[src/rtl/ldtu_orbit_framer_if.sv]
// Framer-side bundle: DTU pull port, orbit marker and serializer word port.
// master = framer, slave = the environment around it.
interface ldtu_orbit_framer_if #(
  parameter int Nbits_32 = 32,
  parameter int crcBits  = 12
);
  logic                Orbit;
  logic [Nbits_32-1:0] DATA32_in;
  logic                data_valid;
  logic                ser_ready;
  logic                handshake;
  logic [Nbits_32-1:0] DATA32_out;
  logic [crcBits-1:0]  frame_id;
  logic                crc_busy;

  modport master (
    input  Orbit, DATA32_in, data_valid, ser_ready,
    output handshake, DATA32_out, frame_id, crc_busy
  );
  modport slave (
    output Orbit, DATA32_in, data_valid, ser_ready,
    input  handshake, DATA32_out, frame_id, crc_busy
  );
endinterface

[src/rtl/ldtu_orbit_framer.sv]
// Orbit framer: wraps DTU words into header / data-or-idle / trailer frames,
// with a word count and CRC-12 (poly 0x80F) carried in the trailer.
module ldtu_orbit_framer #(
  parameter int                 Nbits_32  = 32,
  parameter int                 crcBits   = 12,
  parameter logic [Nbits_32-1:0] IDLE_WORD = 32'hEAAAAAAA,
  parameter logic [7:0]         HDR_TAG   = 8'h5A,
  parameter logic [7:0]         TRL_TAG   = 8'hA5
) (
  input logic               CLK_A,
  input logic               RST_A,
  ldtu_orbit_framer_if.master bus
);

  typedef enum logic [1:0] {HEADER, DATA, TRAILER} state_t;

  localparam logic [crcBits-1:0] POLY = 12'h80F;

  state_t              state_q, state_d;
  logic [Nbits_32-1:0] out_q, out_d;
  logic [crcBits-1:0]  fid_q, fid_d;
  logic [crcBits-1:0]  cnt_q, cnt_d;
  logic [crcBits-1:0]  crc_q, crc_d;
  logic                pend_q, pend_d;
  logic                orbit_q, orbit_d;
  logic                orbit_edge;
  logic                pend_clr;
  logic                hs;

  // MSB-first, 32 bits folded into the CRC in one cycle.
  function automatic logic [crcBits-1:0] crc_step(input logic [crcBits-1:0] c,
                                                   input logic [Nbits_32-1:0] w);
    logic [crcBits-1:0] r;
    logic               fb;
    r = c;
    for (int i = Nbits_32 - 1; i >= 0; i--) begin
      fb = r[crcBits-1] ^ w[i];
      r  = (r << 1) ^ (fb ? POLY : '0);
    end
    return r;
  endfunction

  assign orbit_edge = bus.Orbit & ~orbit_q;

  always_comb begin
    state_d  = state_q;
    out_d    = out_q;
    fid_d    = fid_q;
    cnt_d    = cnt_q;
    crc_d    = crc_q;
    pend_clr = 1'b0;
    hs       = 1'b0;
    orbit_d  = bus.Orbit;
    if (bus.ser_ready) begin
      unique case (state_q)
        HEADER: begin
          out_d   = {HDR_TAG, 12'h000, fid_q};
          cnt_d   = '0;
          crc_d   = '0;
          state_d = DATA;
        end
        DATA: begin
          if (pend_q) begin
            out_d    = {TRL_TAG, cnt_q, crc_q};
            pend_clr = 1'b1;
            state_d  = TRAILER;
          end else begin
            hs = 1'b1;
            if (bus.data_valid) begin
              out_d = bus.DATA32_in;
              cnt_d = (cnt_q == '1) ? cnt_q : cnt_q + 1'b1;
              crc_d = crc_step(crc_q, bus.DATA32_in);
            end else begin
              out_d = IDLE_WORD;
            end
          end
        end
        TRAILER: begin
          // Trailer stays on the output for this extra ready edge.
          fid_d   = fid_q + 1'b1;
          state_d = HEADER;
        end
        default: state_d = HEADER;
      endcase
    end
    // Edge and pending flag track every cycle so stalls cannot lose an orbit.
    pend_d = orbit_edge | (pend_q & ~pend_clr);
  end

  always_ff @(posedge CLK_A or negedge RST_A) begin
    if (!RST_A) begin
      state_q <= HEADER;
      out_q   <= IDLE_WORD;
      fid_q   <= '0;
      cnt_q   <= '0;
      crc_q   <= '0;
      pend_q  <= 1'b0;
      orbit_q <= 1'b0;
    end else begin
      state_q <= state_d;
      out_q   <= out_d;
      fid_q   <= fid_d;
      cnt_q   <= cnt_d;
      crc_q   <= crc_d;
      pend_q  <= pend_d;
      orbit_q <= orbit_d;
    end
  end

  assign bus.handshake  = hs;
  assign bus.DATA32_out = out_q;
  assign bus.frame_id   = fid_q;
  assign bus.crc_busy   = (state_q == DATA);

endmodule

[src/flat_wrapper.sv]
// flat-port wrapper written by rule: the top's interface ports become plain ports
module ldtu_orbit_framer_flat 
#(
  parameter int                 Nbits_32  = 32,
  parameter int                 crcBits   = 12,
  parameter logic [Nbits_32-1:0] IDLE_WORD = 32'hEAAAAAAA,
  parameter logic [7:0]         HDR_TAG   = 8'h5A,
  parameter logic [7:0]         TRL_TAG   = 8'hA5
)
  (CLK_A, RST_A, bus_Orbit, bus_DATA32_in, bus_data_valid, bus_ser_ready, bus_handshake, bus_DATA32_out, bus_frame_id, bus_crc_busy);
  ldtu_orbit_framer_if #(.Nbits_32(Nbits_32), .crcBits(crcBits)) bus_i ();
  input logic CLK_A;
  input logic RST_A;
  input wire logic [$bits(bus_i.Orbit)-1:0] bus_Orbit;
  input wire logic [$bits(bus_i.DATA32_in)-1:0] bus_DATA32_in;
  input wire logic [$bits(bus_i.data_valid)-1:0] bus_data_valid;
  input wire logic [$bits(bus_i.ser_ready)-1:0] bus_ser_ready;
  output wire logic [$bits(bus_i.handshake)-1:0] bus_handshake;
  output wire logic [$bits(bus_i.DATA32_out)-1:0] bus_DATA32_out;
  output wire logic [$bits(bus_i.frame_id)-1:0] bus_frame_id;
  output wire logic [$bits(bus_i.crc_busy)-1:0] bus_crc_busy;
  assign bus_i.Orbit = bus_Orbit;
  assign bus_i.DATA32_in = bus_DATA32_in;
  assign bus_i.data_valid = bus_data_valid;
  assign bus_i.ser_ready = bus_ser_ready;
  assign bus_handshake = bus_i.handshake;
  assign bus_DATA32_out = bus_i.DATA32_out;
  assign bus_frame_id = bus_i.frame_id;
  assign bus_crc_busy = bus_i.crc_busy;
  ldtu_orbit_framer #(.Nbits_32(Nbits_32), .crcBits(crcBits), .IDLE_WORD(IDLE_WORD), .HDR_TAG(HDR_TAG), .TRL_TAG(TRL_TAG)) u_core (.CLK_A(CLK_A), .RST_A(RST_A), .bus(bus_i));
endmodule
[config.mk]
export PLATFORM = sky130hd
export DESIGN_NAME = ldtu_orbit_framer_flat
export DESIGN_NICKNAME = d
export VERILOG_FILES = /design/src/rtl/ldtu_orbit_framer_if.sv /design/src/rtl/ldtu_orbit_framer.sv /design/src/flat_wrapper.sv
export SDC_FILE = /design/constraint.sdc
export NUM_CORES = 1
export LEC_CHECK = 0
export CAP_MARGIN = 40
export CORE_MARGIN = 5
export CORE_UTILIZATION = 50
export CTS_CLUSTER_DIAMETER = 200
export DETAILED_ROUTE_END_ITERATION = 7
export PLACE_DENSITY = 0.89
export SLEW_MARGIN = 25
export SYNTH_ARGS = -nofsm -noshare
export SYNTH_HDL_FRONTEND = slang
export SYNTH_SLANG_ARGS = --single-unit
[constraint.sdc]
create_clock -name CLK_A -period 7.4 [get_ports CLK_A]
set_clock_uncertainty 0.1 [all_clocks]
set_input_delay 0.74 -clock CLK_A [delete_from_list [all_inputs] [get_ports CLK_A]]
set_output_delay 0.74 -clock CLK_A [all_outputs]
set_load 0.01 [all_outputs]
Word level (Yosys, flattened, before mapping)
Index checks and enable logic that the tools add are counted.
{ "word_totals": {"register_bits": 72, "inputBits": 37, "elab_cells": 142} }
{ "op_classes": {"add_sub_neg": 2, "n_eq_ne": 7, "mux": 50, "n_bitwise": 69, "reduce_logical": 7} }
{ "op_table": {"columns": ["cell", "n"], "rows": [
  ["2-to-1 mux 12 bit", 37],
  ["XOR 12 bit", 32],
  ["2-to-1 mux 32 bit", 2],
  ["one-hot mux 32 bit (2 select lines)", 1],
  ["one-hot mux 12 bit (2 select lines)", 2],
  ["XOR 1 bit", 32],
  ["adder 12 x 1 -> 12 bit, second input constant", 2],
  ["equality test 12 bit, second input constant", 1],
  ["2-to-1 mux 1 bit", 6],
  ["inequality test 2 bit, second input constant", 3],
  ["AND reduction 2 bit", 3],
  ["AND reduction 5 bit", 1],
  ["one-hot mux 2 bit (2 select lines)", 1],
  ["AND reduction 4 bit", 1],
  ["AND 1 bit", 2],
  ["equality test 2 x 1 -> 1 bit, second input constant", 1],
  ["equality test 2 bit, second input constant", 1],
  ["logical NOT 2 bit", 1],
  ["2-to-1 mux 2 bit", 1],
  ["inequality test 2 x 1 -> 1 bit, second input constant", 1],
  ["NOT 1 bit", 2],
  ["nonzero test 2 bit", 1],
  ["bitwise OR 1 bit", 1]
]} }

Longest topological paths before layout
Gate-level depths: netlist of run 1.
{ "depth": {"depth_word": 99, "depth_mapped": 9, "mapped_depth_nobuf": 8} }

Least setup slack after synthesis of run 1
No wires, ideal clock.
{ "synth_timing": {"path_kind": "input-to-reg", "from": "input port bus_DATA32_in[27]", "to": "register u_core.crc_q[11]", "setup_ns": 0.121, "arrival_time_ns": 2.755, "t_required_ns": 7.179, "slack_ns": 4.424, "cell_stages": 7, "cell_sequence": "xnor3_1 -> xnor3_2 -> xnor3_1 -> xor3_2 -> xor3_2 -> xnor2_1 -> a22o_1"} }
{ "synth_via": {"elab_chain_cells": 87} }
{ "synth_rtl": {"columns": ["item", "line", "text"], "rows": [
  ["from (decl)", "flat_wrapper.sv:15", "input wire logic [$bits(bus_i.DATA32_in)-1:0] bus_DATA32_in;"],
  ["XOR 1 bit (*)", "ldtu_orbit_framer.sv:37", "fb = r[crcBits-1] ^ w[i];"],
  ["2-to-1 mux 12 bit (*)", "ldtu_orbit_framer.sv:38", "r = (r << 1) ^ (fb ? POLY : '0);"],
  ["XOR 12 bit (*)", "ldtu_orbit_framer.sv:38", null],
  ["XOR 1 bit", "ldtu_orbit_framer.sv:37", null],
  ["2-to-1 mux 12 bit", "ldtu_orbit_framer.sv:38", null],
  ["XOR 12 bit (*)", "ldtu_orbit_framer.sv:38", null],
  ["XOR 1 bit", "ldtu_orbit_framer.sv:37", null],
  ["2-to-1 mux 12 bit", "ldtu_orbit_framer.sv:38", null],
  ["[... 71 more ...]", null, null],
  ["2-to-1 mux 12 bit", "ldtu_orbit_framer.sv:38", null],
  ["XOR 12 bit (*)", "ldtu_orbit_framer.sv:38", null],
  ["XOR 1 bit", "ldtu_orbit_framer.sv:37", null],
  ["2-to-1 mux 12 bit", "ldtu_orbit_framer.sv:38", null],
  ["XOR 12 bit (*)", "ldtu_orbit_framer.sv:38", null],
  ["2-to-1 mux 12 bit (*)", "ldtu_orbit_framer.sv:69", "if (bus.data_valid) begin"],
  ["2-to-1 mux 12 bit (*)", "ldtu_orbit_framer.sv:63", "if (pend_q) begin"],
  ["one-hot mux 12 bit (2 select lines) (*)", "ldtu_orbit_framer.sv:55", "unique case (state_q)"],
  ["to (signal assigned)", "ldtu_orbit_framer.sv:104", "crc_q <= crc_d;"],
  ["to (decl)", "ldtu_orbit_framer.sv:23", "logic [crcBits-1:0] crc_q, crc_d;"]
]} }
Mark *: on every way between the ends. The rest lies on a longest branch, timed or not. The select of a mux whose other input is x is not followed.
A chain may end at the register's enable or synchronous reset.

Final worst setup path of run 1
{ "layout_timing": {"from": "input port bus_DATA32_in[18]", "to": "register u_core.crc_q[11]"} }
{ "layout_via": {"elab_chain_cells": 60} }
{ "layout_rtl": {"columns": ["item", "line"], "rows": [
  ["XOR 1 bit (*)", "ldtu_orbit_framer.sv:37"],
  ["2-to-1 mux 12 bit (*)", "ldtu_orbit_framer.sv:38"],
  ["XOR 12 bit (*)", "ldtu_orbit_framer.sv:38"],
  ["XOR 1 bit", "ldtu_orbit_framer.sv:37"],
  ["2-to-1 mux 12 bit", "ldtu_orbit_framer.sv:38"],
  ["XOR 12 bit (*)", "ldtu_orbit_framer.sv:38"],
  ["XOR 1 bit", "ldtu_orbit_framer.sv:37"],
  ["2-to-1 mux 12 bit", "ldtu_orbit_framer.sv:38"],
  ["[... 44 more ...]", null],
  ["2-to-1 mux 12 bit", "ldtu_orbit_framer.sv:38"],
  ["XOR 12 bit (*)", "ldtu_orbit_framer.sv:38"],
  ["XOR 1 bit", "ldtu_orbit_framer.sv:37"],
  ["2-to-1 mux 12 bit", "ldtu_orbit_framer.sv:38"],
  ["XOR 12 bit (*)", "ldtu_orbit_framer.sv:38"],
  ["2-to-1 mux 12 bit (*)", "ldtu_orbit_framer.sv:69"],
  ["2-to-1 mux 12 bit (*)", "ldtu_orbit_framer.sv:63"],
  ["one-hot mux 12 bit (2 select lines) (*)", "ldtu_orbit_framer.sv:55"]
]} }
Marks and branches as above.

==> flow_summary_export.csv, run 1 <==
group,metric,value,unit
worst_setup_path,r2r_cells,7,
clock_network,cts_hold_buf,0,
grt,antenna_found_initial,0,
floorplan,coreArea,8090,sq um
yosys,synth-simple-area-share,11.7,%
yosys,synth.area.top_cells,"dfrtp_1 34%, dfstp_2 11%, xnor2_1 11%, xnor3_1 5.0%, xor2_1 4.3%",
power_and_ir_drop,power.density,511,nW/um^2
yosys,synthMuxAreaShare,0.552,%
detailed_routing,drtIter0Drc,277,
grt,grt.total_usage,24.4,%
sta,hold_viol,0,
clock_network,cts_setup_buffers,0,
sta,worst_pin_slew,701,ps
place,place.port_buffers,82,
grt,grt_max_degree,39,
cells_and_area,final_common_cell,"clkdlybuf4s50_1",
outcome,status,"finished clean",
power_and_ir_drop,leakage,2.29,nW
place,gp_congestion,0.964,
clock_network,cts.sinks,72,
sta,period_needed,3340,ps
yosys,synth_area_per_cell,10.7,sq um
sta,fmax,0.300,GHz
worst_setup_path,criticalPathCategory,"in -> reg",
clock_network,numCtsBuffers,9,
place,dpl.cell_count,558,
yosys,yosysSeqAreaShare,44.7,%
yosys,yosysWarnings,0,
cells_and_area,fin_cells,577,
clock_network,cts_tree,"built",
clock_network,root_buffer,"clkbuf_8",
cells_and_area,multi_input_area,2160,sq um
clock_network,path_clk_slew,70,ps
worst_setup_path,crit_arrival,3480,ps
floorplan,io_pins,83,
sta,maxSlewHeadroom,52.9,%
detailed_routing,finalWirelength,11.8,mm
detailed_routing,vias,3351,
yosys,syn_nets,422,
detailed_routing,ant_nets,0,
yosys,synth_cell_type_count,40,
cells_and_area,layout_common_cells,"81 x clkdlybuf4s50_1, 55 x dfrtp_1, 50 x xnor2_1",
yosys,synth_compound_area_share,14.0,%
sta,rsz0062_at_grt,"false",
worst_setup_path,timing.rr.end,"u_core.crc_q[11]",
place,dp_hpwl,8.96,mm
yosys,synth-seq-cells,72,
sta,tns,0,ps
worst_setup_path,crit_chain,"clkdlybuf4s50_1, xnor3_1, xnor3_2, xnor3_1, xor3_2, xor3_2, xnor2_1, a22o_1",
power_and_ir_drop,ir_drop,0.499,mV
floorplan,start_util,50.4,%
worst_setup_path,critPathMaxStageDelay,610,ps
yosys,ys.flop_type,"dfrtp_1",
worst_setup_path,critical_path_required,7540,ps
yosys,syn_inst,383,
cells_and_area,final_util,65.3,%
place,placed_area,5020,sq um
cells_and_area,nets,506,
cells_and_area,n_antenna_cell,0,
min_path,min_path_type,"in -> async",
yosys,synth-adder-area-share,0.613,%
clock_network,h-tree-depth,3,
yosys,yosysTopAreaCell,"dfrtp_1",
run,max_cap_viol_count,0,
clock_network,cts_resized,0,
cells_and_area,final_layout_size_suffix_gt1_share,11.4,%
worst_setup_path,start_kind,"primary input",
grt,grt_pass1_vias,3389,
yosys,synth-xor-area-share,26.1,%
power_and_ir_drop,p_total,2.70,mW
detailed_routing,post_drt_wl_per_cell,20.4,microns
cells_and_area,final_area,5290,sq um
floorplan,die_area,10100,sq um
worst_setup_path,r2r-start,"u_core.crc_q[4]",
yosys,synth_area,4080,sq um
detailed_routing,drc_errors,0,
detailed_routing,vias_per_cell,5.81,
grt,overflow,0,
yosys,synth_top_family_by_area,"XOR/XNOR gates",
sta,min_period_over_period,45.1,%
floorplan,die_width,100,microns
sta,finalMaxSlewViolations,0,
worst_setup_path,worst_setup_path_end_kind,"flip-flop",
sta,setup-violations-final,0,
grt,grt_pass1_wl,18.6,mm
worst_setup_path,cp_max_fo,3,
yosys,netlist.area_leader.share,33.7,%
cells_and_area,fillers,667,
detailed_routing,firstDrtPassIters,4,
yosys,synth-async-reset-ratio,100,%
floorplan,rows,33,
yosys,synth_edf_count,0,
worst_setup_path,critPathSlowestCell,"clkdlybuf4s50_1",
clock_network,clock_latency,350,ps
worst_setup_path,rrSetupSlack,4540,ps
floorplan,die_h,100,microns
clock_network,clockBufferDepth,2,
cells_and_area,area_delta_synth_final,29.5,%
cells_and_area,seq_area,1820,sq um
-- metal layers --
layer	up-vias	part of all wire, %	GRT usage, %
li1	1515	-	-
met4	0	1.3	6.74
met1	1657	43	32.5
met3	16	6.7	5.91
met5	-	0	0
met2	163	49	39.8
-- area by class of cell --
| class | count | area share [%] |
|---|---|---|
| Clock buffer | 11 | 2.68 |
| Clock inverter | 5 | 1.96 |
| Multi-Input combinational cell | 285 | 40.9 |
| Inverter | 9 | 0.639 |
| Tap cell | 105 | 2.49 |
| Timing Repair Buffer | 90 | 16.8 |
| Sequential cell | 72 | 34.5 |
-- cells in the mapped netlist (2+ instances only) --
cell type,instances
o41ai_1,2
and4_1,3
a21oi_1,19
xor2_1,20
nand2b_1,6
a22o_1,10
and3_1,3
xnor3_2,2
mux2_2,2
xnor2_1,50
and2_1,2
inv_1,9
xor2_2,2
a222oi_1,5
dfstp_2,17
ha_1,2
nand4_1,6
nand3_1,6
o21ai_0,31
nor3_1,2
nand2_1,34
clkbuf_1,17
dfrtp_1,55
nor2_1,38
xnor3_4,2
xnor3_1,9
nor2b_1,2
a221o_1,2
xor3_2,2
a221oi_1,13
-- stage by stage --
step	hold slack (ps)	setup slack, ps
3_3_place_gp	313	3770
5_1_grt	342	3970
3_5_place_dp	323	3720
2_1_floorplan	300	4420
4_1_cts	329	4100
6_report	321	4060
-- worst max path at each step --
stage,endpoint,slack (ps),from
floorplan,u_core.crc_q[11],4420,bus_DATA32_in[27]
global route,u_core.crc_q[11],3970,bus_DATA32_in[27]
detailed placement,u_core.crc_q[11],3720,bus_DATA32_in[27]
global placement,u_core.crc_q[11],3770,bus_DATA32_in[27]
CTS,u_core.crc_q[11],4100,bus_DATA32_in[24]
finish,u_core.crc_q[11],4060,bus_DATA32_in[18]
-- critical path: cells and delay by family --
family	cells	cell delay [ps]
xor+xnor	6	1940
buf+inv	1	610
compound gates	1	180
-- where the power goes --
| part | total, mW | internal, mW | switching [mW] | leakage (nW) |
|---|---|---|---|---|
| registers | 0.664 | 0.548 | 0.116 | 0.910 |
| logic | 1.65 | 0.914 | 0.737 | 1.26 |
| clock network | 0.386 | 0.233 | 0.152 | 0.124 |
-- kinds of logic (layout without fill, tap and decap cells) --
group / Yosys count / count (layout)
adders and majority gates: 2 / 2
muxes: 2 / 2
AOI/OAI and AO/OA: 86 / 86
DFF: 72 / 72
buffers and inverters: 26 / 115
and+or+nand+nor: 105 / 105
xor gates and xnor gates: 90 / 90
-- registers in the layout (all words and copies together) (netlist names) --
register and cells:
u_core.state_q 2, u_core.pend_q 1, u_core.cnt_q 12, u_core.crc_q 12, u_core.bus.DATA32_out 32, u_core.bus.frame_id 12, u_core.orbit_q 1
Note: power is estimated with default switching activity, not from simulation.
==> run 2, diff against run 1 <==
==> constraint.sdc (replaced) <==
create_clock -name CLK_A -period 3.22 [get_ports CLK_A]
set_clock_uncertainty 0.1 [all_clocks]
set_input_delay 0.322 -clock CLK_A [delete_from_list [all_inputs] [get_ports CLK_A]]
set_output_delay 0.322 -clock CLK_A [all_outputs]
set_load 0.01 [all_outputs]
==> run 2 against run 1 <==
  * Power is 130% higher
  * Clock power up 82%
  * Core utilization grew 0.87 points
  * First-iteration DRC count fell by 8.7%
  * Combinational power is 130% higher
  * Flip-flop and latch count stayed put
  * Design area up 1.3%
  * Sequential share of layout area is 0.45 points lower
  * Sequential power rose by 130%
  * Non-clock buffer count increased by 16
  * Largest cell class unchanged
  * Largest power group unchanged
  * Wire length about the same
  * Via count increased by 1.2%
==> flow_summary_export.csv, run 2 (same netlist as run 1, synthesis figures left out) <==
group,metric,value,unit
outcome,status,"finished clean",
cells_and_area,fillers,661,
worst_setup_path,critPathSlowestCell,"clkdlybuf4s50_1",
grt,antenna_found_initial,0,
clock_network,h-tree-depth,3,
sta,setup_slack,365,ps
clock_network,root_buffer,"clkbuf_8",
power_and_ir_drop,pwr-share-clk,11.5,%
clock_network,cts.sinks,72,
floorplan,die_width,100,microns
worst_setup_path,r2r-start,"u_core.crc_q[11]",
power_and_ir_drop,power.density,1140,nW/um^2
worst_setup_path,critPathMaxStageDelay,530,ps
power_and_ir_drop,p_total,6.09,mW
clock_network,numCtsBuffers,9,
worst_setup_path,crit_chain,"clkdlybuf4s50_1, xnor3_1, xnor3_2, xnor3_1, xor3_2, xor3_2, xnor2_1, a22o_1",
worst_setup_path,timing.rr.end,"u_core.crc_q[11]",
worst_setup_path,critical_path_required,3360,ps
detailed_routing,drc_errors,0,
power_and_ir_drop,internal_power,3.82,mW
detailed_routing,vias_per_cell,5.72,
floorplan,die_h,100,microns
sta,finalMaxSlewViolations,0,
grt,grt_max_degree,39,
power_and_ir_drop,power.share.switching,37.2,%
cells_and_area,n_antenna_cell,0,
floorplan,rows,33,
min_path,min_path_type,"reg -> reg",
clock_network,clock_latency,360,ps
worst_setup_path,crit_arrival,2990,ps
cells_and_area,nets,522,
detailed_routing,firstDrtPassIters,5,
grt,grt.total_usage,24.3,%
place,gp_congestion,0.893,
grt,overflow,0,
detailed_routing,post_drt_wl_per_cell,19.9,microns
worst_setup_path,r2r_cells,7,
floorplan,die_area,10100,sq um
min_path,whs_path_depth,1,
worst_setup_path,worst_setup_path_end_kind,"flip-flop",
sta,maxSlewHeadroom,58.0,%
min_path,worst_hold_path.endpoint,"u_core.pend_q",
detailed_routing,ant_nets,0,
worst_setup_path,rrSetupSlack,410,ps
place,dp_hpwl,9.07,mm
sta,rsz0062_at_grt,"false",
cells_and_area,final_layout_size_suffix_gt1_share,13.7,%
sta,period_needed,2850,ps
worst_setup_path,start_kind,"primary input",
detailed_routing,finalWirelength,11.8,mm
grt,grt_pass1_wl,18.7,mm
cells_and_area,final_common_cell,"clkdlybuf4s50_1",
cells_and_area,layout_common_cells,"81 x clkdlybuf4s50_1, 55 x dfrtp_1, 50 x xnor2_1",
sta,worst_pin_slew,627,ps
floorplan,coreArea,8090,sq um
cells_and_area,fin_cells,593,
clock_network,cts_tree,"built",
worst_setup_path,criticalPathCategory,"in -> reg",
clock_network,path_clk_slew,80,ps
worst_setup_path,cp_max_fo,3,
place,place.port_buffers,82,
sta,setup-violations-final,0,
place,place_ws,-15.1,ps
place,dpl.cell_count,574,
cells_and_area,area_delta_synth_final,31.2,%
clock_network,cts_resized,0,
power_and_ir_drop,leakage,2.34,nW
power_and_ir_drop,ir_drop,0.809,mV
sta,fmax,0.350,GHz
sta,hold_viol,0,
cells_and_area,largest_reg_flops,32,
detailed_routing,drtIter0Drc,253,
grt,grt_pass1_vias,3438,
sta,min_period_over_period,88.7,%
run,max_cap_viol_count,0,
power_and_ir_drop,netSwitchingPower,2.27,mW
detailed_routing,vias,3390,
min_path,min_from,"u_core.orbit_q",
power_and_ir_drop,seqPwrFrac,25.0,%
floorplan,io_pins,83,
worst_setup_path,path_delay_family,"XOR/XNOR gates",
worst_setup_path,cp_num_buf_inv,1,
clock_network,clockBufferDepth,2,
floorplan,start_util,50.4,%
power_and_ir_drop,p_comb_share,63.4,%
-- run 2: changes by cell type in the layout (fill, tap and decap cells not counted) --
cell,delta
dlymetal6s2s_1,+1
bufinv_16,-2
clkinv_2,+1
clkbuf_1,+1
buf_4,+16
clkbuf_2,-1
dlygate4sd3_1,+1
buf_6,-1
clkinv_4,+1
clkbuf_8,-1
-- run 2: final cells by class --
class	count	area, sq um	area share, %
Tap cell	105	131	2.45
Timing Repair Buffer	106	1020	19.0
Clock buffer	11	131	2.45
Multi-Input combinational cell	285	2160	40.4
Clock inverter	5	57.6	1.07
Inverter	9	33.8	0.631
Sequential cell	72	1820	34.0
-- run 2: power groups by stage --
stage / Combinational (mW) / Clock (mW) / Sequential [mW]
global route: 4.17 / 0.754 / 1.56
global placement: 3.81 / 0 / 1.52
detailed placement: 3.85 / 0 / 1.54
CTS: 3.86 / 0.711 / 1.52
floorplan: 2.70 / 0 / 1.55
finish: 3.86 / 0.703 / 1.53
-- run 2: per-stage QoR --
stage | instance area, sq um | setup TNS, ps | hold slack [ps] | utilization, %
final | 5360 | 0 | 330 | 66.2
after global routing | 5360 | 0 | 331 | 66.2
after CTS | 5340 | 0 | 328 | 65.9
after detailed placement | 5140 | -15.1 | 183 | 63.5
after global placement | 5120 | 0 | 318 | 63.2
after floorplan | 4080 | 0 | -73.6 | -
-- run 2: per-layer routing --
metal  global-route usage, %  part of all wire (%)  vias to the layer above
li1                        -                     -                     1540
met1                    32.8                    42                     1677
met2                    38.5                    49                      146
met3                    4.93                   6.7                       27
met4                    9.95                   2.7                        0
met5                       0                     0                        -
-- run 2: worst max-delay path by stage --
stage                 startpoint               end  slack (ps)  cells past startpoint
3_3_place_gp   bus_DATA32_in[27]  u_core.crc_q[11]          40                      8
2_1_floorplan    u_core.crc_q[4]  u_core.crc_q[11]         610                      7
4_1_cts        bus_DATA32_in[26]  u_core.crc_q[11]         350                      8
5_1_grt        bus_DATA32_in[26]  u_core.crc_q[11]         230                      8
3_5_place_dp   bus_DATA32_in[26]  u_core.crc_q[11]         -20                      8
6_report       bus_DATA32_in[27]  u_core.crc_q[11]         370                      8
-- run 2: timing repair --
item,CTS,global route
setup endpoints to repair,0,0
hold buffers,1,0
buffers inserted,0,0
endpoints found under the hold margin,12,0
==> patch, RTL diff (config.mk and constraints of run 1) <==
Re-encode `state_t` (3 states) as one-hot, 3 bits wide.
--- a/src/rtl/ldtu_orbit_framer.sv
+++ b/src/rtl/ldtu_orbit_framer.sv
@@ -14,3 +14,3 @@
 
-  typedef enum logic [1:0] {HEADER, DATA, TRAILER} state_t;
+  typedef enum logic [2:0] {HEADER = 3'b001, DATA = 3'b010, TRAILER = 3'b100} state_t;
 
Check against the original RTL: no difference found for any inputs over 4 cycles, from zero or initial values and one cycle with RST_A low; so few cycles prove little.
==> patch against run 1 <==
Sequential power shrank 6.3%; first-iteration DRC count shrank 0.72%; design area grew 0.88%; combinational power shrank 5%; synthesized area grew 2.3%; wire length shrank 3.3%; worst setup slack lost 0.085 ns; global-route usage shrank 1.3 points; power shrank 5.9%; register-to-register slack is essentially flat; clock power shrank 9.1%; sequential cell count grew 1; critical path type is now reg2out; critical endpoint is now bus_crc_busy.
==> patch: results (changes against run 1) <==
<table>
<tr><th>Metric</th><th>Value</th></tr>
<tr><th colspan="2">Critical path</th></tr>
<tr><td>Endpoint of the lowest-slack register-to-register path</td><td>u_core.crc_q[2]</td></tr>
<tr><td>Cell with the biggest individual delay on the critical path</td><td>sky130_fd_sc_hd__or3_1</td></tr>
<tr><td>Maximum cell stage delay along the critical path</td><td>0.65 ns (+0.04 ns)</td></tr>
<tr><td>Worst reg2reg startpoint</td><td>u_core.crc_q[6]</td></tr>
<tr><td>Reg2Reg Setup Slack</td><td>4.55 ns (about the same)</td></tr>
<tr><th colspan="2">Layout</th></tr>
<tr><td>Fill count</td><td>634 (-4.9%)</td></tr>
<tr><td>Fraction of final layout cells sized beyond drive strength 1</td><td>10.9% (-0.56 points)</td></tr>
<tr><td>Net count of the finished layout</td><td>521 (+3.0%)</td></tr>
<tr><th colspan="2">Yosys</th></tr>
<tr><td>Share of synthesized area occupied by flip-flops and latches</td><td>44.3% (-0.37 points)</td></tr>
<tr><td>Leading post-synthesis cells by instance count</td><td>sky130_fd_sc_hd__dfrtp_1, sky130_fd_sc_hd__xnor2_1, sky130_fd_sc_hd__nand2_1</td></tr>
<tr><td>Xor-xnor portion of the synthesized cell area</td><td>25.8% (-0.32 points)</td></tr>
<tr><td>Biggest area contributors in the synthesized netlist</td><td>sky130_fd_sc_hd__dfrtp_1, sky130_fd_sc_hd__dfstp_2, sky130_fd_sc_hd__xnor2_1</td></tr>
<tr><td>Average size of a mapped cell</td><td>10.4 µm² (-2.0%)</td></tr>
<tr><th colspan="2">Detailed routing</th></tr>
<tr><td>Via density</td><td>5.85 (+0.81%)</td></tr>
<tr><td>M1 wire length</td><td>4.59 mm (-9.1%)</td></tr>
<tr><td>Detail Route met3 WL</td><td>914 µm (+15%)</td></tr>
<tr><td>Number of violations reported at the end of detailed-routing iteration 0</td><td>275 (-0.72%)</td></tr>
<tr><td>Routed length per placed instance</td><td>19.2 µm (-5.8%)</td></tr>
<tr><th colspan="2">Outcome</th></tr>
<tr><td>Outcome</td><td>finished, final reports clean</td></tr>
<tr><th colspan="2">STA</th></tr>
<tr><td>Transition at the pin with the smallest max-transition slack</td><td>0.677 ns (-0.0240 ns)</td></tr>
<tr><td>Worst Hold Margin</td><td>0.287 ns (-0.0337 ns)</td></tr>
<tr><th colspan="2">Place</th></tr>
<tr><td>Number of cells after detailed placement</td><td>576 (+3.2%)</td></tr>
<tr><td>Minimum setup slack after placement</td><td>3.74 ns (+0.0187 ns)</td></tr>
<tr><th colspan="2">Global route</th></tr>
<tr><td>Met1 Resource Use GR</td><td>29.9% (-2.6 points)</td></tr>
<tr><td>Total routing usage reported by global routing</td><td>23.1% (-1.3 points)</td></tr>
<tr><td>Maximum number of pins on one net before global-route repair</td><td>48 (+23%)</td></tr>
<tr><td>Vias in the first global route</td><td>3,488 (+2.9%)</td></tr>
<tr><th colspan="2">Power and ir drop</th></tr>
<tr><td>Sw Ratio</td><td>38.2% (+0.94 points)</td></tr>
</table>
==> patch: cell types whose count changed after synthesis, moves of 6 or more <==
cell | run 1 | this run
sky130_fd_sc_hd__o21ai_0 | 31 | 41
sky130_fd_sc_hd__a21oi_1 | 19 | 4
sky130_fd_sc_hd__nor2_1 | 38 | 26
sky130_fd_sc_hd__a222oi_1 | 5 | 12
sky130_fd_sc_hd__a22o_1 | 10 | 0
sky130_fd_sc_hd__nand2_1 | 34 | 45
sky130_fd_sc_hd__a221oi_1 | 13 | 0
sky130_fd_sc_hd__o221ai_1 | 0 | 6
==> patch: layout make-up <==
cell class	instances	area share [%]
multi-input cells	296	41.5
flip-flops and latches	73	34.7
repair buffers	88	16.3
well taps	105	2.46
clock buffers	10	2.39
clock inverters	6	1.69
inverters	14	0.986
==> patch: critical path: cells and delay by family, from the launching register on <==
family | cells | cell delay, ns
buf+inv | 4 | 1.12
simple gates | 1 | 0.65
flops | 1 | 0.45
